File: src/rtl/calc2_top.sv
// ---------------------------------------------------------------------------
// calc2_top -- multi-channel two-operand calculator with one shared ALU.
//
// Each channel runs its own small FSM (IDLE -> OP2 -> WAIT -> RESP -> IDLE).
//   IDLE : a nonzero cmd latches cmd and operand1.
//   OP2  : the operand bus is latched as operand2; the cmd bus is ignored.
//   WAIT : the channel waits for the round-robin arbiter to select it.
//   RESP : response code and result are shown for exactly one cycle.
// Arbitration is registered: a WAIT channel is selected at one edge and its
// result is computed by the shared ALU and registered at the next edge (the
// grant edge), where the channel enters RESP. Uncontended, a cmd sampled at
// edge k therefore responds in the cycle after edge k+3.
//
// Commands: 1 add, 2 subtract, 5 shift left, 6 logical shift right;
// any other nonzero cmd responds "invalid" with data 0.
// Response codes: 00 none, 01 success, 10 overflow/underflow, 11 invalid.
//
// Ports
//   c_clk        in   clock, all state updates on the rising edge
//   reset        in   synchronous active-low reset
//   req_cmd_in   in   NUM_CH x 4-bit commands, channel i at [4i+3:4i]
//   req_data_in  in   NUM_CH x DATA_W operands, channel i in slice i
//   req_tag_in   in   NUM_CH x 2-bit tags (only with CALC2_TAG_EN)
//   out_tag      out  NUM_CH x 2-bit tag echo in RESP (only with CALC2_TAG_EN)
//   out_resp     out  NUM_CH x 2-bit response code
//   out_data     out  NUM_CH x DATA_W result, qualified by out_resp
//   out_busy     out  NUM_CH flags, channel not IDLE
//
// Configuration macro: CALC2_TAG_EN adds the request tag echo path.
// ---------------------------------------------------------------------------
module calc2_top #(
  parameter int NUM_CH = 4,
  parameter int DATA_W = 32
) (
  input  logic                     c_clk,
  input  logic                     reset,
  input  logic [NUM_CH*4-1:0]      req_cmd_in,
  input  logic [NUM_CH*DATA_W-1:0] req_data_in,
`ifdef CALC2_TAG_EN
  input  logic [NUM_CH*2-1:0]      req_tag_in,
  output logic [NUM_CH*2-1:0]      out_tag,
`endif
  output logic [NUM_CH*2-1:0]      out_resp,
  output logic [NUM_CH*DATA_W-1:0] out_data,
  output logic [NUM_CH-1:0]        out_busy
);

  localparam int SHAMT_W = $clog2(DATA_W);
  localparam int IDX_W   = (NUM_CH > 1) ? $clog2(NUM_CH) : 1;

  localparam logic [3:0] CMD_ADD = 4'd1;
  localparam logic [3:0] CMD_SUB = 4'd2;
  localparam logic [3:0] CMD_SHL = 4'd5;
  localparam logic [3:0] CMD_SHR = 4'd6;

  typedef enum logic [1:0] {IDLE, OP2, WAIT, RESP} state_t;

  typedef enum logic [1:0] {
    RESP_NONE = 2'b00,
    RESP_OK   = 2'b01,
    RESP_OVF  = 2'b10,
    RESP_INV  = 2'b11
  } resp_t;

  // Per-channel state
  state_t            state_q [NUM_CH];
  logic [3:0]        cmd_q   [NUM_CH];
  logic [DATA_W-1:0] op1_q   [NUM_CH];
  logic [DATA_W-1:0] op2_q   [NUM_CH];
  resp_t             resp_q  [NUM_CH];
  logic [DATA_W-1:0] data_q  [NUM_CH];
  logic [NUM_CH-1:0] busy_q;
`ifdef CALC2_TAG_EN
  logic [1:0]        tag_q     [NUM_CH];
  logic [1:0]        tag_out_q [NUM_CH];
`endif

  // Arbiter: selection register feeding the shared ALU, and round-robin pointer
  logic              sel_vld_q;
  logic [IDX_W-1:0]  sel_idx_q;
  logic [IDX_W-1:0]  ptr_q;

  logic              grant_vld;
  logic [IDX_W-1:0]  grant_idx;
  logic [IDX_W:0]    cand_idx;

  // Round-robin search starting at ptr_q. The loop runs from the farthest
  // offset down so the nearest eligible channel is the last one written.
  // The channel selected last cycle is still in WAIT this cycle and must not
  // be picked twice.
  // NOTE: every output of an always_comb gets a default before any branch;
  // a path that leaves a variable unassigned would infer a latch.
  always_comb begin
    grant_vld = 1'b0;
    grant_idx = '0;
    cand_idx  = '0;
    for (int off = NUM_CH - 1; off >= 0; off--) begin
      cand_idx = {1'b0, ptr_q} + (IDX_W+1)'(off);
      if (cand_idx >= (IDX_W+1)'(NUM_CH)) begin
        cand_idx = cand_idx - (IDX_W+1)'(NUM_CH);
      end
      if (state_q[cand_idx[IDX_W-1:0]] == WAIT &&
          !(sel_vld_q && sel_idx_q == cand_idx[IDX_W-1:0])) begin
        grant_vld = 1'b1;
        grant_idx = cand_idx[IDX_W-1:0];
      end
    end
  end

  // Shared ALU, operating on the operands of the selected channel
  logic [3:0]        alu_cmd;
  logic [DATA_W-1:0] alu_a;
  logic [DATA_W-1:0] alu_b;
  logic [DATA_W:0]   alu_sum;
  resp_t             alu_resp;
  logic [DATA_W-1:0] alu_data;

  always_comb begin
    alu_cmd  = cmd_q[sel_idx_q];
    alu_a    = op1_q[sel_idx_q];
    alu_b    = op2_q[sel_idx_q];
    alu_sum  = {1'b0, alu_a} + {1'b0, alu_b};
    alu_resp = RESP_INV;
    alu_data = '0;
    case (alu_cmd)
      CMD_ADD: begin
        if (alu_sum[DATA_W]) begin
          alu_resp = RESP_OVF;
        end else begin
          alu_resp = RESP_OK;
          alu_data = alu_sum[DATA_W-1:0];
        end
      end
      CMD_SUB: begin
        if (alu_a < alu_b) begin
          alu_resp = RESP_OVF;
        end else begin
          alu_resp = RESP_OK;
          alu_data = alu_a - alu_b;
        end
      end
      CMD_SHL: begin
        alu_resp = RESP_OK;
        alu_data = alu_a << alu_b[SHAMT_W-1:0];
      end
      CMD_SHR: begin
        alu_resp = RESP_OK;
        alu_data = alu_a >> alu_b[SHAMT_W-1:0];
      end
      default: begin
        alu_resp = RESP_INV;
        alu_data = '0;
      end
    endcase
  end

  // Channel FSMs and arbiter state.
  // NOTE: sequential state is written with non-blocking assignments only, so
  // every register samples the values from before this edge.
  always_ff @(posedge c_clk) begin
    if (!reset) begin
      sel_vld_q <= 1'b0;
      sel_idx_q <= '0;
      ptr_q     <= '0;
      busy_q    <= '0;
      for (int i = 0; i < NUM_CH; i++) begin
        state_q[i] <= IDLE;
        resp_q[i]  <= RESP_NONE;
        data_q[i]  <= '0;
        // NOTE: the operand/command holding registers are cleared too; they
        // are few and small, and it keeps every transaction free of history.
        cmd_q[i]   <= '0;
        op1_q[i]   <= '0;
        op2_q[i]   <= '0;
`ifdef CALC2_TAG_EN
        tag_q[i]     <= '0;
        tag_out_q[i] <= '0;
`endif
      end
    end else begin
      sel_vld_q <= grant_vld;
      if (grant_vld) begin
        sel_idx_q <= grant_idx;
        ptr_q     <= (grant_idx == IDX_W'(NUM_CH - 1)) ? '0 : grant_idx + IDX_W'(1);
      end

      for (int i = 0; i < NUM_CH; i++) begin
        // Response outputs are single-cycle pulses; cleared unless entering RESP.
        resp_q[i] <= RESP_NONE;
        data_q[i] <= '0;
`ifdef CALC2_TAG_EN
        tag_out_q[i] <= '0;
`endif
        case (state_q[i])
          IDLE: begin
            if (req_cmd_in[4*i +: 4] != 4'd0) begin
              cmd_q[i]   <= req_cmd_in[4*i +: 4];
              op1_q[i]   <= req_data_in[i*DATA_W +: DATA_W];
`ifdef CALC2_TAG_EN
              tag_q[i]   <= req_tag_in[2*i +: 2];
`endif
              state_q[i] <= OP2;
              busy_q[i]  <= 1'b1;
            end
          end
          OP2: begin
            op2_q[i]   <= req_data_in[i*DATA_W +: DATA_W];
            state_q[i] <= WAIT;
          end
          WAIT: begin
            if (sel_vld_q && sel_idx_q == IDX_W'(i)) begin
              resp_q[i]  <= alu_resp;
              data_q[i]  <= alu_data;
`ifdef CALC2_TAG_EN
              tag_out_q[i] <= tag_q[i];
`endif
              state_q[i] <= RESP;
            end
          end
          RESP: begin
            state_q[i] <= IDLE;
            busy_q[i]  <= 1'b0;
          end
          default: begin
            state_q[i] <= IDLE;
            busy_q[i]  <= 1'b0;
          end
        endcase
      end
    end
  end

  // Pack per-channel registers onto the flat output buses
  for (genvar g = 0; g < NUM_CH; g++) begin : g_out
    assign out_resp[2*g +: 2]           = resp_q[g];
    assign out_data[g*DATA_W +: DATA_W] = data_q[g];
`ifdef CALC2_TAG_EN
    assign out_tag[2*g +: 2]            = tag_out_q[g];
`endif
  end

  assign out_busy = busy_q;

endmodule

File: config.mk
export PLATFORM = sky130hd
export DESIGN_NAME = calc2_top
export DESIGN_NICKNAME = d
export VERILOG_FILES = /design/src/rtl/calc2_top.sv
export SDC_FILE = /design/constraint.sdc
export NUM_CORES = 1
export LEC_CHECK = 0
export BUFFER_PORTS_ARGS = -buffer_cell sky130_fd_sc_hd__buf_4
export CAP_MARGIN = 5
export CORE_MARGIN = 2
export CORE_UTILIZATION = 50
export CTS_CLUSTER_DIAMETER = 80
export DETAILED_ROUTE_END_ITERATION = 8
export GPL_ROUTABILITY_DRIVEN = 0
export PLACE_DENSITY = 0.73
export SLEW_MARGIN = 20
export SYNTH_ARGS = -nofsm -noshare
export SYNTH_HDL_FRONTEND = slang
export SYNTH_SLANG_ARGS = --single-unit
File: constraint.sdc
create_clock -name c_clk -period 6.9 [get_ports c_clk]
set_input_delay 1.035 -clock c_clk [delete_from_list [all_inputs] [get_ports c_clk]]
set_output_delay 1.035 -clock c_clk [all_outputs]
set_load 0.05 [all_outputs]
==> reports/metrics.cfg <==
[run_status]
outcome = completed

[worst_setup_path]
path_class = reg2reg
crit_slowest_cell = a2111oi_0
crit_required_ns = 7.20
crit_path_frequent_cell = o2111ai_1
crit_chain = buf_4, mux4_2, ha_1, inv_1, nor3_1, o2111ai_1, a2111oi_0, o2111ai_1, and4_1, nor4_1, a21oi_1
cp-start-kind = register
r2r_slack_ns = 1.07
cpLargestDelayFamily = compound AO/OA/AOI/OAI gates
cp-end-kind = register
path_buf_inv = 2
arrival_ns = 6.13
critPathMaxStageDelay_ns = 0.99
path_max_fanout = 52

[synth]
synth_edf_count = 382
synth.distinct_cells = 87
synth_warnings = 0
yosys.area.top_type = edfxtp_1
ys_seq_area_share_pct = 50.1
syn_area_mm2 = 0.0248
ys.flop_type = edfxtp_1
netlist_instances = 2180
syn_avg_cell_area_um2 = 11.4
synth.most_common_cell = edfxtp_1
synth_seq_cells = 429
synth_top_cell_area_share_pct = 46.3
async_flop_share_pct = 0
ys_top_cells_by_count = edfxtp_1 (382), and3_1 (152), nor2_1 (145)
synth.top_cells.by_area = edfxtp_1 (46%), mux4_2 (6.1%), mux2i_1 (4.2%), and3_1 (3.8%), dfxtp_1 (3.8%)

[floorplanning]
row_count = 81
io_pins = 286
die_area_mm2 = 0.0514
die_w_um = 227
die_h_um = 227
start_util_pct = 50.6
coreArea_mm2 = 0.0490

[routing]
drc_errors = 0
dr_total_vias = 19800
drtIter0Drc = 2688
ant_nets = 0
dr.pass1.iters = 6
vias_per_cell = 6.22
routed_wl_um = 77400
wl_per_cell_um = 24.3

[power_and_ir_drop]
p_per_area_mw_per_mm2 = 541
ir_drop_v = 0.000367
p_sw_share_pct = 46.6
share_seq_of_total_power_pct = 25.1
p_int_mw = 8.46
leakage_nw = 12.2
combPwrFrac_pct = 59.4
switchingPower_mw = 7.39
p_clk_share_pct = 15.5

[clock_network]
cts_buffers = 45
post_cts_buffers = 0
htree_levels = 2
cts_tree = done
cts_resized = 0
cts-root-buf = clkbuf_16
cts_hold_buf = 0
worstSkewPairLatency_ns = 0.60
cts_sinks = 429
clockBufferDepth = 3
path_clk_slew_ns = 0.06

[finish]
diodes = 0
n_fill_cell = 4022
drive_above_1_share_pct = 22.5
layout.nets = 2698
final_util_pct = 59.8
area_growth_pct = 18.1

[sta]
min_period_ns = 5.83
hold_viol = 0
finClkSkew_ns = 0.0267
slew_viol_final = 0
fmax_mhz = 171
fin_setup_tns_ns = 0
relSlewSlack_pct = 24.2
post-route-period-util_pct = 84.5
setup_viol = 0
rsz0062_at_grt = false
worst_pin_slew_ns = 1.13

[grt]
grt_pass1_wl_um = 115000
antenna_found_initial = 0
grt_overflow_total = 0
grt_pass1_vias = 19200
grt_max_degree = 91
grt_usage_pct = 29.8

[flow_run]
drv_cap = 0

[place]
io_buffers = 285
hpwl_um = 53700

[worst_hold_path]
min_path_type = reg2reg

[area by class of cell]
class	count	area, um^2	share of cell area [%]
Sequential cell	429	12400	42.4
Multi-Input combinational cell	1609	11800	40.3
Timing Repair Buffer	319	2410	8.22
Clock buffer	63	1250	4.29
Tap cell	664	831	2.84
Inverter	80	300	1.03
Clock inverter	21	258	0.880
[registers in the layout, summed over array words and instances (netlist names), named ones only]
signal	cells
sel_idx_q	2
sel_vld_q	1
data_q	128
resp_q	8
ptr_q	2
op1_q	128
out_busy	4
state_q	8
cmd_q	16
op2_q	128
[layer usage]
metal | GRT usage, % | routed length, um | up-vias
met2 | 46.2 | 34900 | 1402
met3 | 6.63 | 8840 | 215
li1 | - | - | 8687
met5 | 0 | 0 | -
met4 | 10.5 | 2790 | 0
met1 | 41.3 | 30800 | 9515
[cells in the final DEF, fill, tap and decap left out, types with 13 or more instances in the layout]
master and instances:
a221o_1 14, a31oi_1 18, nand2b_1 19, clkbuf_16 46, nor3_1 21, mux2_2 45, nor2b_1 101, a21oi_1 113
dfxtp_1 45, o21ai_0 54, a211oi_1 13, nor2_1 145, o221a_2 14, or3_1 14, o21ai_1 17, edfxtp_1 382
mux4_2 67, conb_1 102, and3_1 152, buf_4 318, and2_1 136, nand2_1 103, o221ai_1 16, a21o_1 17
ha_1 66, inv_1 79, nand3_1 24, a221oi_1 19, mux2i_1 103, clkbuf_1 13
[power by group through the flow]
stage	Sequential (mW)	Clock (mW)	Combinational (mW)
5_1_grt	4.04	2.57	9.97
2_1_floorplan	4.00	0	6.47
6_report	3.98	2.46	9.42
4_1_cts	3.97	2.48	9.04
3_5_place_dp	4.02	0	9.00
3_3_place_gp	3.98	0	8.87
[kinds of logic after synthesis]
kind of cell             share of synthesized area (%)
buffers and inverters                             4.13
AO/OA/AOI/OAI                                     12.3
XOR/XNOR                                         0.141
AND/OR/NAND/NOR                                   17.1
multiplexers                                      12.8
adder cells (fa/ha/maj)                           3.49
other                                           0.0151
flip-flops                                        50.1
[final timing paths]
check,cells past startpoint,startpoint,end
worst max-delay path,11,register,data_q[2][31]
worst min-delay path,1,out_busy[0],out_busy[0]
worst min register to register,1,out_busy[0],out_busy[0]
worst max register to register,11,register,data_q[2][31]
[stage by stage]
stage	power (mW)	instance area, um^2	hold WS (ns)	cells	setup slack [ns]
finish	15.9	29300	0.507	3185	1.07
global placement	12.9	27800	0.484	3101	1.54
floorplan	10.5	25200	0.549	2281	1.75
CTS	15.5	29300	0.507	3185	1.28
global route	16.6	29300	0.539	3185	0.726
detailed placement	13.0	27800	0.490	3101	1.33
(Power assumes the default switching activity.)
